[config.mk]
export PLATFORM = sky130hd
export DESIGN_NAME = trng_arbiter_flat
export DESIGN_NICKNAME = d
export VERILOG_FILES = /design/src/rtl/trng_arbiter_if.sv /design/src/rtl/trng_arbiter.sv /design/src/flat_wrapper.sv
export SDC_FILE = /design/constraint.sdc
export NUM_CORES = 1
export LEC_CHECK = 0
export CAP_MARGIN = 20
export CORE_AREA = 5 5 69 78
export CTS_CLUSTER_DIAMETER = 60
export DETAILED_ROUTE_END_ITERATION = 7
export DIE_AREA = 0 0 74 83
export DONT_BUFFER_PORTS = 1
export HOLD_SLACK_MARGIN = 0.03
export PLACE_DENSITY = 0.74
export SLEW_MARGIN = 5
export SYNTH_ARGS = -nofsm -noshare
export SYNTH_HDL_FRONTEND = slang
export SYNTH_SLANG_ARGS = --single-unit
[constraint.sdc]
create_clock -name clk -period 2.29 [get_ports clk]
set_input_delay 0.1145 -clock clk [delete_from_list [all_inputs] [get_ports clk]]
set_output_delay 0.1145 -clock clk [all_outputs]
set_load 0.05 [all_outputs]
[src/rtl/trng_arbiter_if.sv]
// -----------------------------------------------------------------------------
// trng_arbiter_if
// Bundles the TRNG-source handshake and the two-requester delivery bus of
// trng_arbiter.
//
// Signals:
//   trng_req     arbiter -> source     high while words are being collected
//   trng_word    source  -> arbiter    one entropy word (TRNG_WIDTH bits)
//   trng_valid   source  -> arbiter    trng_word valid this cycle
//   req0, req1   requester -> arbiter  level requests, held until acked
//   ack0, ack1   arbiter -> requester  one-cycle pulse, rdata valid alongside
//   rdata        arbiter -> requester  assembled random word (OUT_WIDTH bits)
//   health_fail  arbiter -> system     sticky health-test failure flag
//
// Modports:
//   slave  - the arbiter side
//   master - the environment side (TRNG source plus requesters)
// -----------------------------------------------------------------------------
interface trng_arbiter_if #(
  parameter int TRNG_WIDTH = 8,
  parameter int OUT_WIDTH  = 32
);
  logic                  trng_req;
  logic [TRNG_WIDTH-1:0] trng_word;
  logic                  trng_valid;
  logic                  req0;
  logic                  req1;
  logic                  ack0;
  logic                  ack1;
  logic [OUT_WIDTH-1:0]  rdata;
  logic                  health_fail;

  modport slave (
    output trng_req, ack0, ack1, rdata, health_fail,
    input  trng_word, trng_valid, req0, req1
  );

  modport master (
    input  trng_req, ack0, ack1, rdata, health_fail,
    output trng_word, trng_valid, req0, req1
  );
endinterface

[src/rtl/trng_arbiter.sv]
// -----------------------------------------------------------------------------
// trng_arbiter
// Shares one TRNG source between two requesters. A granted requester gets
// OUT_WIDTH/TRNG_WIDTH consecutive accepted entropy words packed into one
// word (first word in the MSBs), delivered with a one-cycle ack. Grants are
// round-robin; after reset requester 0 is favoured.
//
// Optional feature (macro TRNG_HEALTH_EN): repetition-count health test.
// RCT_LIMIT consecutive identical accepted words raise the sticky
// health_fail flag and park the arbiter in FAIL until reset. Without the
// macro health_fail is tied low and no comparison logic exists.
//
// Ports:
//   clk     rising-edge clock
//   resetn  asynchronous active-low reset
//   bus     trng_arbiter_if.slave (trng_req/trng_word/trng_valid,
//           req0/req1, ack0/ack1, rdata, health_fail)
// -----------------------------------------------------------------------------
module trng_arbiter #(
  parameter int TRNG_WIDTH = 8,
  parameter int OUT_WIDTH  = 32,
  parameter int RCT_LIMIT  = 4
) (
  input  logic           clk,
  input  logic           resetn,
  trng_arbiter_if.slave  bus
);

  localparam int N     = OUT_WIDTH / TRNG_WIDTH;
  localparam int CNT_W = (N > 1) ? $clog2(N) : 1;
  localparam int SH_W  = OUT_WIDTH - TRNG_WIDTH;
  localparam logic [CNT_W-1:0] LAST_IDX = CNT_W'(N - 1);

  localparam logic [1:0] IDLE    = 2'd0;
  localparam logic [1:0] COLLECT = 2'd1;
  localparam logic [1:0] DELIVER = 2'd2;
  localparam logic [1:0] FAIL    = 2'd3;

  logic [1:0]           state;
  logic [1:0]           state_nx;
  logic                 owner;
  logic                 prio;
  logic [CNT_W-1:0]     cnt;
  logic [SH_W-1:0]      shift;
  logic [OUT_WIDTH-1:0] shift_nx;
  logic [OUT_WIDTH-1:0] rdata_q;
  logic                 owner_req;
  logic                 accept;
  logic                 rct_trip;

  // Only the N-1 oldest words need storing; the Nth word completes the
  // result straight from the bus.
  assign shift_nx  = {shift, bus.trng_word};
  assign owner_req = owner ? bus.req1 : bus.req0;

  // A word counts only in COLLECT while the owner still wants it; an owner
  // dropping its request in the same cycle wins over the word.
  assign accept = (state == COLLECT) && owner_req && bus.trng_valid;

`ifdef TRNG_HEALTH_EN
  localparam int RCT_W = $clog2(RCT_LIMIT + 1);

  logic [RCT_W-1:0]      rep_cnt;
  logic [RCT_W-1:0]      rep_cnt_nx;
  logic [TRNG_WIDTH-1:0] last_word;
  logic                  fail_q;

  // Run length of identical accepted words; it spans request boundaries,
  // and rep_cnt==0 marks "no word seen yet" after reset.
  always_comb begin
    rep_cnt_nx = rep_cnt;
    if (accept) begin
      if ((rep_cnt != '0) && (bus.trng_word == last_word))
        rep_cnt_nx = rep_cnt + RCT_W'(1);
      else
        rep_cnt_nx = RCT_W'(1);
    end
  end

  assign rct_trip = accept && (rep_cnt_nx >= RCT_W'(RCT_LIMIT));

  always_ff @(posedge clk or negedge resetn) begin
    if (!resetn) begin
      rep_cnt   <= '0;
      last_word <= '0;
      fail_q    <= 1'b0;
    end else begin
      rep_cnt <= rep_cnt_nx;
      if (accept)
        last_word <= bus.trng_word;
      if (rct_trip)
        fail_q <= 1'b1;
    end
  end

  assign bus.health_fail = fail_q;
`else
  // Keeps RCT_LIMIT referenced in builds without the health test.
  localparam int unused_rct_limit = RCT_LIMIT;

  assign rct_trip        = 1'b0;
  assign bus.health_fail = 1'b0;
`endif

  always_comb begin
    state_nx = state;
    case (state)
      IDLE: begin
        if (bus.req0 || bus.req1)
          state_nx = COLLECT;
      end
      COLLECT: begin
        if (!owner_req)
          state_nx = IDLE;
        else if (rct_trip)
          state_nx = FAIL;
        else if (accept && (cnt == LAST_IDX))
          state_nx = DELIVER;
      end
      DELIVER: state_nx = IDLE;
      FAIL:    state_nx = FAIL;
      default: state_nx = IDLE;
    endcase
  end

  // prio=0 favours req0, prio=1 favours req1. It only moves on a real
  // delivery, so an abandoned collection leaves the fairness order alone.
  always_ff @(posedge clk or negedge resetn) begin
    if (!resetn) begin
      state   <= IDLE;
      owner   <= 1'b0;
      prio    <= 1'b0;
      cnt     <= '0;
      shift   <= '0;
      rdata_q <= '0;
    end else begin
      state <= state_nx;
      case (state)
        IDLE: begin
          if (bus.req0 || bus.req1) begin
            owner <= (bus.req0 && bus.req1) ? prio : bus.req1;
            cnt   <= '0;
            shift <= '0;
          end
        end
        COLLECT: begin
          if (accept) begin
            shift <= shift_nx[SH_W-1:0];
            if (cnt != LAST_IDX)
              cnt <= cnt + CNT_W'(1);
            if (state_nx == DELIVER)
              rdata_q <= shift_nx;
          end
        end
        DELIVER: prio <= ~owner;
        default: ;
      endcase
    end
  end

  assign bus.trng_req = (state == COLLECT);
  assign bus.ack0     = (state == DELIVER) && !owner;
  assign bus.ack1     = (state == DELIVER) && owner;
  assign bus.rdata    = rdata_q;

endmodule

[src/flat_wrapper.sv]
// flat-port wrapper written by rule: the top's interface ports become plain ports
module trng_arbiter_flat 
#(
  parameter int TRNG_WIDTH = 8,
  parameter int OUT_WIDTH  = 32,
  parameter int RCT_LIMIT  = 4
)
  (clk, resetn, bus_trng_req, bus_ack0, bus_ack1, bus_rdata, bus_health_fail, bus_trng_word, bus_trng_valid, bus_req0, bus_req1);
  trng_arbiter_if #(.TRNG_WIDTH(TRNG_WIDTH), .OUT_WIDTH(OUT_WIDTH)) bus_i ();
  input  logic clk;
  input  logic resetn;
  output wire logic [$bits(bus_i.trng_req)-1:0] bus_trng_req;
  output wire logic [$bits(bus_i.ack0)-1:0] bus_ack0;
  output wire logic [$bits(bus_i.ack1)-1:0] bus_ack1;
  output wire logic [$bits(bus_i.rdata)-1:0] bus_rdata;
  output wire logic [$bits(bus_i.health_fail)-1:0] bus_health_fail;
  input wire logic [$bits(bus_i.trng_word)-1:0] bus_trng_word;
  input wire logic [$bits(bus_i.trng_valid)-1:0] bus_trng_valid;
  input wire logic [$bits(bus_i.req0)-1:0] bus_req0;
  input wire logic [$bits(bus_i.req1)-1:0] bus_req1;
  assign bus_trng_req = bus_i.trng_req;
  assign bus_ack0 = bus_i.ack0;
  assign bus_ack1 = bus_i.ack1;
  assign bus_rdata = bus_i.rdata;
  assign bus_health_fail = bus_i.health_fail;
  assign bus_i.trng_word = bus_trng_word;
  assign bus_i.trng_valid = bus_trng_valid;
  assign bus_i.req0 = bus_req0;
  assign bus_i.req1 = bus_req1;
  trng_arbiter #(.TRNG_WIDTH(TRNG_WIDTH), .OUT_WIDTH(OUT_WIDTH), .RCT_LIMIT(RCT_LIMIT)) u_core (.clk(clk), .resetn(resetn), .bus(bus_i));
endmodule
Word level (Yosys, flattened, before mapping)
Cells that the tools add are included.
{"block": "word_totals", "register_bits": 62, "latchBits": 0, "mem_bits_rw": 0, "romBits": 0, "input_bits": 13, "output_inout_bits": 36, "elab_cells": 44, "n_memories": 0}
{"block": "classes", "add_sub_neg": 1, "n_mul": 0, "n_div": 0, "magnitude_cmp": 0, "eq_ne": 9, "shift": 0, "muxes": 13, "n_bitwise": 1, "reduce_logical": 14}
{"op": "$mux 24", "count": 2}
{"op": "$pmux 24 s2", "count": 1}
{"op": "$mux 2", "count": 6}
{"op": "$eq 2x2->1 const B", "count": 4}
{"op": "$pmux 2 s4", "count": 1}
{"op": "$logic_and 1x1->1", "count": 6}
{"op": "$ne 2x1->1 const B", "count": 3}
{"op": "$reduce_and 3->1", "count": 2}
{"op": "$pmux 2 s2", "count": 1}
{"op": "$reduce_and 4->1", "count": 1}
{"op": "$add 2x1->2 const B", "count": 1}
{"op": "$eq 2x1->1 const B", "count": 1}
{"op": "$logic_not 2->1", "count": 1}
{"op": "$mux 1", "count": 2}
{"op": "$ne 2x2->1 const B", "count": 1}
{"op": "$reduce_and 2->1", "count": 1}
{"op": "$reduce_bool 2->1", "count": 1}
{"op": "$logic_not 1->1", "count": 1}
{"op": "$logic_or 1x1->1", "count": 1}
{"op": "$not 1->1", "count": 1}

Longest topological paths before layout
Gate-level depths: netlist (run 1).
{"block": "depth", "depth_word": 9, "depth_mapped": 6, "depth_no_buf": 4}

Worst setup path before layout (run 1)
No wires, ideal clock.
{"block": "synth_path", "path_type": "register to register", "from": "register u_core.state[1]", "to": "register u_core.shift[21]", "setup_ns": 0.079, "t_arrival_ns": 1.645, "t_required_ns": 2.211, "path_slack_ns": 0.566, "stages_incl_launch_ff": 6, "path_buffers": 2, "period_less_slack_ns": 1.724, "cell_sequence": "dfrtp_1 and2b_1 buf_2 clkbuf_1 nand2_1 mux2i_1"}
{"block": "synth_between", "elab_chain_cells": 5, "word_cells_on_any_way": 9, "cone_classes": "eq/ne (3); mux (1); reduce/logical (5)"}
{"item": "start: declaration", "line_no": "trng_arbiter.sv:39", "rtl": "logic [1:0] state;"}
{"item": "start signal: assignment", "line_no": "trng_arbiter.sv:137", "rtl": "state <= state_nx;"}
{"item": "$eq 2x1->1 *"}
{"item": "via bus_trng_req", "line_no": "flat_wrapper.sv:12", "rtl": "output wire logic [$bits(bus_i.trng_req)-1:0] bus_trng_req;"}
{"item": "$logic_and 1x1->1 (2 in a row)", "line_no": "trng_arbiter.sv:58", "rtl": "assign accept = (state == COLLECT) && owner_req && bus.trng_valid;"}
{"item": "$ne 2x1->1 (no line)"}
{"item": "$reduce_and 3->1 (no line)"}
{"item": "end signal: assignment", "line_no": "trng_arbiter.sv:148", "rtl": "shift <= shift_nx[SH_W-1:0];"}
{"item": "end: declaration", "line_no": "trng_arbiter.sv:44", "rtl": "logic [SH_W-1:0] shift;"}
The timed path passes the listed nets; every way through them passes the cells marked *.
A chain may end at the register's enable or synchronous reset.

Final worst setup path (run 1)
{"block": "layout_path", "from": "register u_core.owner", "to": "register u_core.shift[3]"}
{"block": "layout_between", "elab_chain_cells": 5}
{"item": "start: declaration", "line_no": "trng_arbiter.sv:41", "rtl": "logic owner;"}
{"item": "start signal: assignment", "line_no": "trng_arbiter.sv:141", "rtl": "owner <= (bus.req0 && bus.req1) ? prio : bus.req1;"}
{"item": "$mux 1", "line_no": "trng_arbiter.sv:54", "rtl": "assign owner_req = owner ? bus.req1 : bus.req0;"}
{"item": "$logic_and 1x1->1 (2 in a row)", "line_no": "trng_arbiter.sv:58"}
{"item": "$ne 2x1->1 (no line)"}
{"item": "$reduce_and 3->1 (no line)"}
No other way between the ends.

==> metrics, run 1 <==
reg2reg end=u_core.shift[3]; leak pwr=0.00153 uW; P_sw=around 2000 uW; Vias/cell=5.46; f_max=536 MHz; Clock Path Buffers=2; Final period util=0.815; Final Hold Vio Count=0; 1st-iter DRT viols=53; Data arrival, critical path=2.11 ns; ant diodes=0; Setup TNS=0 ns; Port-buffer cells=0; DRT Wirelength=roughly 4.8 mm; Total GRT Usage=0.178; Setup crit end kind=register; Pwr Density=1550 nW/um^2; worst clock skew=0.00956 ns; post-synthesis cell type count=26; Crit Path Max Fanout=26; leading area contributor after synthesis=dfrtp_1; EDFF count, synth=0; Routability Congestion=about 0.7; Cell Chain, Critical Path=nand2b_1, a21oi_1, nor2_4, mux2i_1; area share of the largest cell type after synthesis=0.592; Layout Nets=242; Reg area=approximately 1600 sq um; number of global-route vias before repair=1707; # DRC=0; Initial Utilization=0.579; cell internal pwr=2720 uW; CTS root buf=clkbuf_8; Synth area leaders=dfrtp_1 (59%), mux2_2 (13%), mux2i_1 (9.6%); H-tree Lvls=3; Clk pin slew, worst setup/hold paths=roughly 0.070 ns; Comb pwr share=0.206; Yosys reg bits=62; vias post-DR=~1600; Reg power frac=0.547; GRT met2 Usage=0.270; status=finished clean; most common cell after layout, fill and taps aside=dfrtp_1; hold path startpoint=bus_req0; RSZ-0062 raised after global routing=false; asr flop ratio synth=1.00; grt total ovfl=0; area grow syn2layout=16.0%; max-cap violations=0; dpl hpwl=3.15 mm; placed cell areas=2650 sq um; CTS tree=done; Hold Path Cell Cnt=3; synthesized instance count=210; fin crit period=1.87 ns; commonest non-fill, non-tap cells in the layout=dfrtp_1 (62), mux2_2 (30), nand2_1 (29); CP startpoint kind=register; sequential area share after synthesis=0.592; clk_lat worst skew=between 0.3 and 0.4 ns; Sw Share=0.425; I/O pin count=just under 50; hold crit path type=in2reg; Avg WL per Cell=16.6 um; Slew HR=0.396; Clk network pwr share=0.247; largest net degree at the start of global routing=63; die area=approximately 6000 sq um; GR Util met3=0.0990; CTS Sinks=62; # rows=26; R2R cell count=4; die width=74 um; Worst Hold Endpoint=u_core.owner; Syn Std Cell Area=~2600 sq um; Setup Crit Path Kind=reg2reg; final instance area=3040 sq um; Final Max Slew Viols=0; syn_nets=224; Most used DFF post-synth=dfrtp_1; Final setup viols=0; Reg2Reg Launch Point=u_core.owner; Slew @ Worst Pin=0.903 ns; drt pass-1 iters=5; fraction of layout cells with a size suffix above 1=0.232; Multi-input gate area=900 sq um; busiest layer in global routing=met2; synthesized area per cell=approximately 12 sq um; CTS buffer count=9; initial antenna violation count=0; CP max stage cell=nor2_4; first-pass GRT wire length=roughly 8.3 mm; synthesis warning total=0; FF-to-FF setup slack=0.42 ns; Antenna Violating Nets Remaining=0; CP required=2.54 ns; CP peak stage delay=0.73 ns; VDD IR max=0.841 mV; die height=83 um; Core ar.=4520 sq um; fillcell total=between 300 and 400; met1 Use GR=0.208
[cell families after synthesis]
| kind of cell | Yosys count | synth area share |
|---|---|---|
| simple gates | 42 | 0.0755 |
| compound gates | 12 | 0.0287 |
| mux | 57 | 0.233 |
| buf+inv | 35 | 0.0640 |
| fa+ha+maj | 1 | 0.00478 |
| flops | 62 | 0.592 |
| other cells | 1 | 0.00143 |
[critical path: cells and delay by family (launching register included)]
family / cells / cell delay (ns)
multiplexers: 1 / 0.29
AND/OR/NAND/NOR: 2 / 0.89
flip-flops: 1 / 0.48
AO/OA/AOI/OAI: 1 / 0.11
[worst max path at each step]
| stage | from | endpoint |
|---|---|---|
| 4_1_cts | u_core.owner | u_core.shift[3] |
| 5_1_grt | u_core.owner | u_core.shift[17] |
| 3_5_place_dp | u_core.owner | u_core.shift[3] |
| 6_report | u_core.owner | u_core.shift[3] |
| 2_1_floorplan | u_core.state[1] | u_core.shift[21] |
| 3_3_place_gp | u_core.owner | u_core.shift[6] |
[power groups by stage]
stage          Clock [uW]  Sequential (uW)  Combinational (uW)
4_1_cts              1190             2590                 989
5_1_grt              1240             2640                1110
3_5_place_dp            0             2610                 937
2_1_floorplan           0             2480                 826
6_report             1170             2580                 972
3_3_place_gp            0             2580                 868
[final cells by class]
type / count / area share
sequential: 62 / 0.511
multi-input combinational: 113 / 0.296
timing repair buffer: 17 / 0.0577
clock buffer: 10 / 0.0453
clock inverter: 6 / 0.0358
inverter: 25 / 0.0309
tap: 56 / 0.0231
[timing repair]
item                      in CTS  in global routing
hold endpoints to repair      80                  0
setup buffers                  0                  0
gates resized for setup        0                  0
hold buffers                  12                  0
[flip-flops by register name (all words and copies together) (netlist names)]
name,flops
u_core.state,2
u_core.bus.rdata,32
u_core.owner,1
u_core.cnt,2
u_core.prio,1
u_core.shift,24
[stage by stage]
step                      utilization  hold WS (ns)  power, uW  setup WS (ns)  std cells
after detailed placement        0.587        -0.179       3540          0.465        261
final                           0.672        0.0517       4720          0.424        289
after global routing            0.672        0.0527       4990          0.308        289
after global placement          0.587        -0.179       3450          0.589        261
after floorplan                     -        -0.181       3310          0.566        210
after CTS                       0.672        0.0402       4760          0.409        289
[Yosys cell counts (2+ instances only)]
cell type	number
nor2_1	5
a21o_1	2
a21oi_1	3
o21ai_0	3
mux2_1	2
buf_4	3
mux2_2	30
mux2i_1	25
nand2b_1	4
dfrtp_1	62
buf_6	3
inv_1	25
nand2_1	29
o2bb2ai_1	2
[per-layer routing]
layer | routed length, um | vias to the layer above
met5 | 0 | -
met4 | 133 | 0
met3 | 413 | 16
met2 | 2340 | 54
met1 | 1900 | 787
li1 | - | 722
Note: power is estimated with default switching activity, not from simulation.
==> run 2: changes to the inputs <==
--- a/config.mk
+++ b/config.mk
@@ -6,13 +6,13 @@
 export NUM_CORES = 1
 export LEC_CHECK = 0
 export CAP_MARGIN = 20
-export CORE_AREA = 5 5 69 78
+export CORE_AREA = 5 5 72 80
 export CTS_CLUSTER_DIAMETER = 60
 export DETAILED_ROUTE_END_ITERATION = 7
-export DIE_AREA = 0 0 74 83
+export DIE_AREA = 0 0 77 85
 export DONT_BUFFER_PORTS = 1
 export HOLD_SLACK_MARGIN = 0.03
-export PLACE_DENSITY = 0.74
+export PLACE_DENSITY = 0.72
 export SLEW_MARGIN = 5
 export SYNTH_ARGS = -nofsm -noshare
 export SYNTH_HDL_FRONTEND = slang
==> constraint.sdc (replaced) <==
create_clock -name clk -period 1.6 [get_ports clk]
set_input_delay 0.08 -clock clk [delete_from_list [all_inputs] [get_ports clk]]
set_output_delay 0.08 -clock clk [all_outputs]
set_load 0.05 [all_outputs]
==> metrics, run 2 (synthesized netlist as in run 1, its figures left out) <==
f_max=582 MHz; number of global-route vias before repair=1733; first-pass GRT wire length=9.08 mm; Slew @ Worst Pin=0.544 ns; commonest non-fill, non-tap cells in the layout=dfrtp_1 (62), mux2_4 (32), nand2_1 (28); stages on the worst setup path=6; most common cell after layout, fill and taps aside=dfrtp_1; Final period util=1.07; fin crit period=1.72 ns; VDD IR max=1.12 mV; Final Max Slew Viols=0; # rows=27; CP max stage cell=dfrtp_1; Layout Nets=262; Setup Crit Path Kind=reg2reg; Clk pin slew, worst setup/hold paths=0.07 ns; Post-Place Setup Slack=-0.156 ns; # DRC=0; Inst Count DP=approximately 270; CP startpoint kind=register; CTS buffer count=9; Avg WL per Cell=between 15 and 20 um; CTS Sinks=62; buffers plus inverters on the worst setup path=2; clk_lat worst skew=0.32 ns; Routability Congestion=0.719; Crit Path Max Fanout=7; Final setup viols=32; R2R cell count=6; Reg power frac=0.513; worst clock skew=0.00550 ns; status=complete, but fails checks; Sw Share=0.424; Data arrival, critical path=1.92 ns; grt total ovfl=0; 1st-iter DRT viols=88; RSZ-0062 raised after global routing=true; Antenna Violating Nets Remaining=0; Comb pwr share=0.275; Pwr Density=2090 nW/um^2; Clock Path Buffers=2; die width=around 77 um; GRT met2 Usage=0.274; cell internal pwr=4050 uW; I/O pin count=49; Reg2Reg Launch Point=u_core.state[1]; drt pass-1 iters=4; CP peak stage delay=0.39 ns; CP required=about 1.8 ns; ant diodes=0; Port-buffer cells=0; Setup crit end kind=register; failing checks=negative setup slack; CTS root buf=clkbuf_8; Final Non-Filler Cells=311; fraction of layout cells with a size suffix above 1=0.308; Final Hold Vio Count=0; initial antenna violation count=0; P_sw=2980 uW; Setup crit start=u_core.state[1]; Final WS setup=-0.118 ns; area grow syn2layout=28.5%; crit path to=u_core.bus.rdata[10]; Slew HR=0.637; met1 Use GR=0.233; Cell Chain, Critical Path=and2b_1, nand2_2, nor3b_4, buf_6, clkbuf_16, mux2_4; Top delay family on crit path=simple AND/OR/NAND/NOR gates; largest net degree at the start of global routing=63; DRT Wirelength=5.60 mm; FF-to-FF setup slack=-0.12 ns; hold crit path type=in2reg; Core ar.=between 4000 and 5000 sq um; Total GRT Usage=0.177; die height=about 85 um; CTS tree=done; leak pwr=0.00167 uW; max-cap violations=0; Clk network pwr share=0.213; H-tree Lvls=3; busiest layer in global routing=met2; GR Util met3=0.0563; Vias/cell=5.18; WHS=0.0515 ns; hold path startpoint=bus_trng_valid; reg2reg end=u_core.bus.rdata[10]; die area=6550 sq um; dpl hpwl=2.85 mm; max FFs per register=32; Initial Utilization=0.535; vias post-DR=about 1600
-- run 2: changes by cell type in the layout (fill, tap and decap cells not counted), sizes merged --
cell	change
clkbuf	+3
buf	+18
bufinv	-1
nor2	+1
clkinv	-1
-- run 2: layout make-up --
cell class	instances	area [sq um]
tap	58	72.6
clock inverter	4	70.1
sequential	62	1550
fill	346	1530
clock buffer	12	145
multi-input combinational	114	1050
timing repair buffer	36	379
inverter	25	93.8
-- run 2: worst register-to-register path, delay by kind of cell (launching register included) --
family                 cells  cell delay, ns
multiplexers               1            0.30
buffers and inverters      2            0.33
flip-flops                 1            0.39
AND/OR/NAND/NOR            3            0.57
-- run 2: metal layers --
metal | wire (um) | vias to the layer above
met5 | 0 | -
met4 | 85 | 0
met3 | 285 | 8
met1 | 2470 | 800
met2 | 2760 | 39
li1 | - | 764
-- run 2: power by group through the flow --
stage / Sequential, uW / Clock (uW) / Combinational [uW]
finish: 3610 / 1500 / 1930
global route: 3690 / 1620 / 2140
detailed placement: 3620 / 0 / 1510
CTS: 3590 / 1530 / 1790
floorplan: 3550 / 0 / 1190
global placement: 3600 / 0 / 1460
-- run 2: worst min path at each step --
stage / to / slack [ns] / depth (start not counted)
after floorplan: u_core.bus.rdata[0] / -0.22 / 0
after global placement: u_core.bus.rdata[0] / -0.21 / 0
after detailed placement: u_core.bus.rdata[0] / -0.21 / 0
after CTS: u_core.state[0] / 0.03 / 3
after global routing: u_core.state[0] / 0.05 / 3
final: u_core.state[0] / 0.05 / 3
-- run 2: what timing repair did --
| action | 4_1_cts | 5_1_grt |
|---|---|---|
| setup endpoints to repair | 58 | 34 |
| buffers inserted | 6 | 3 |
| gates resized for setup | 25 | 20 |
| cloned | 2 | 2 |
| hold buffers | 12 | 0 |
| pin swaps | 2 | 2 |
| endpoints found under the hold margin | 80 | 0 |
-- run 2: metrics by stage --
stage / TNS (ns) / util / cell area, sq um / power [uW]
6_report: -2.77 / 0.687 / 3360 / 7030
5_1_grt: -5.48 / 0.687 / 3360 / 7450
4_1_cts: -1.44 / 0.667 / 3270 / 6920
3_5_place_dp: -5.04 / 0.560 / 2740 / 5130
3_3_place_gp: -3.69 / 0.560 / 2740 / 5060
2_1_floorplan: -0.915 / - / 2620 / 4740
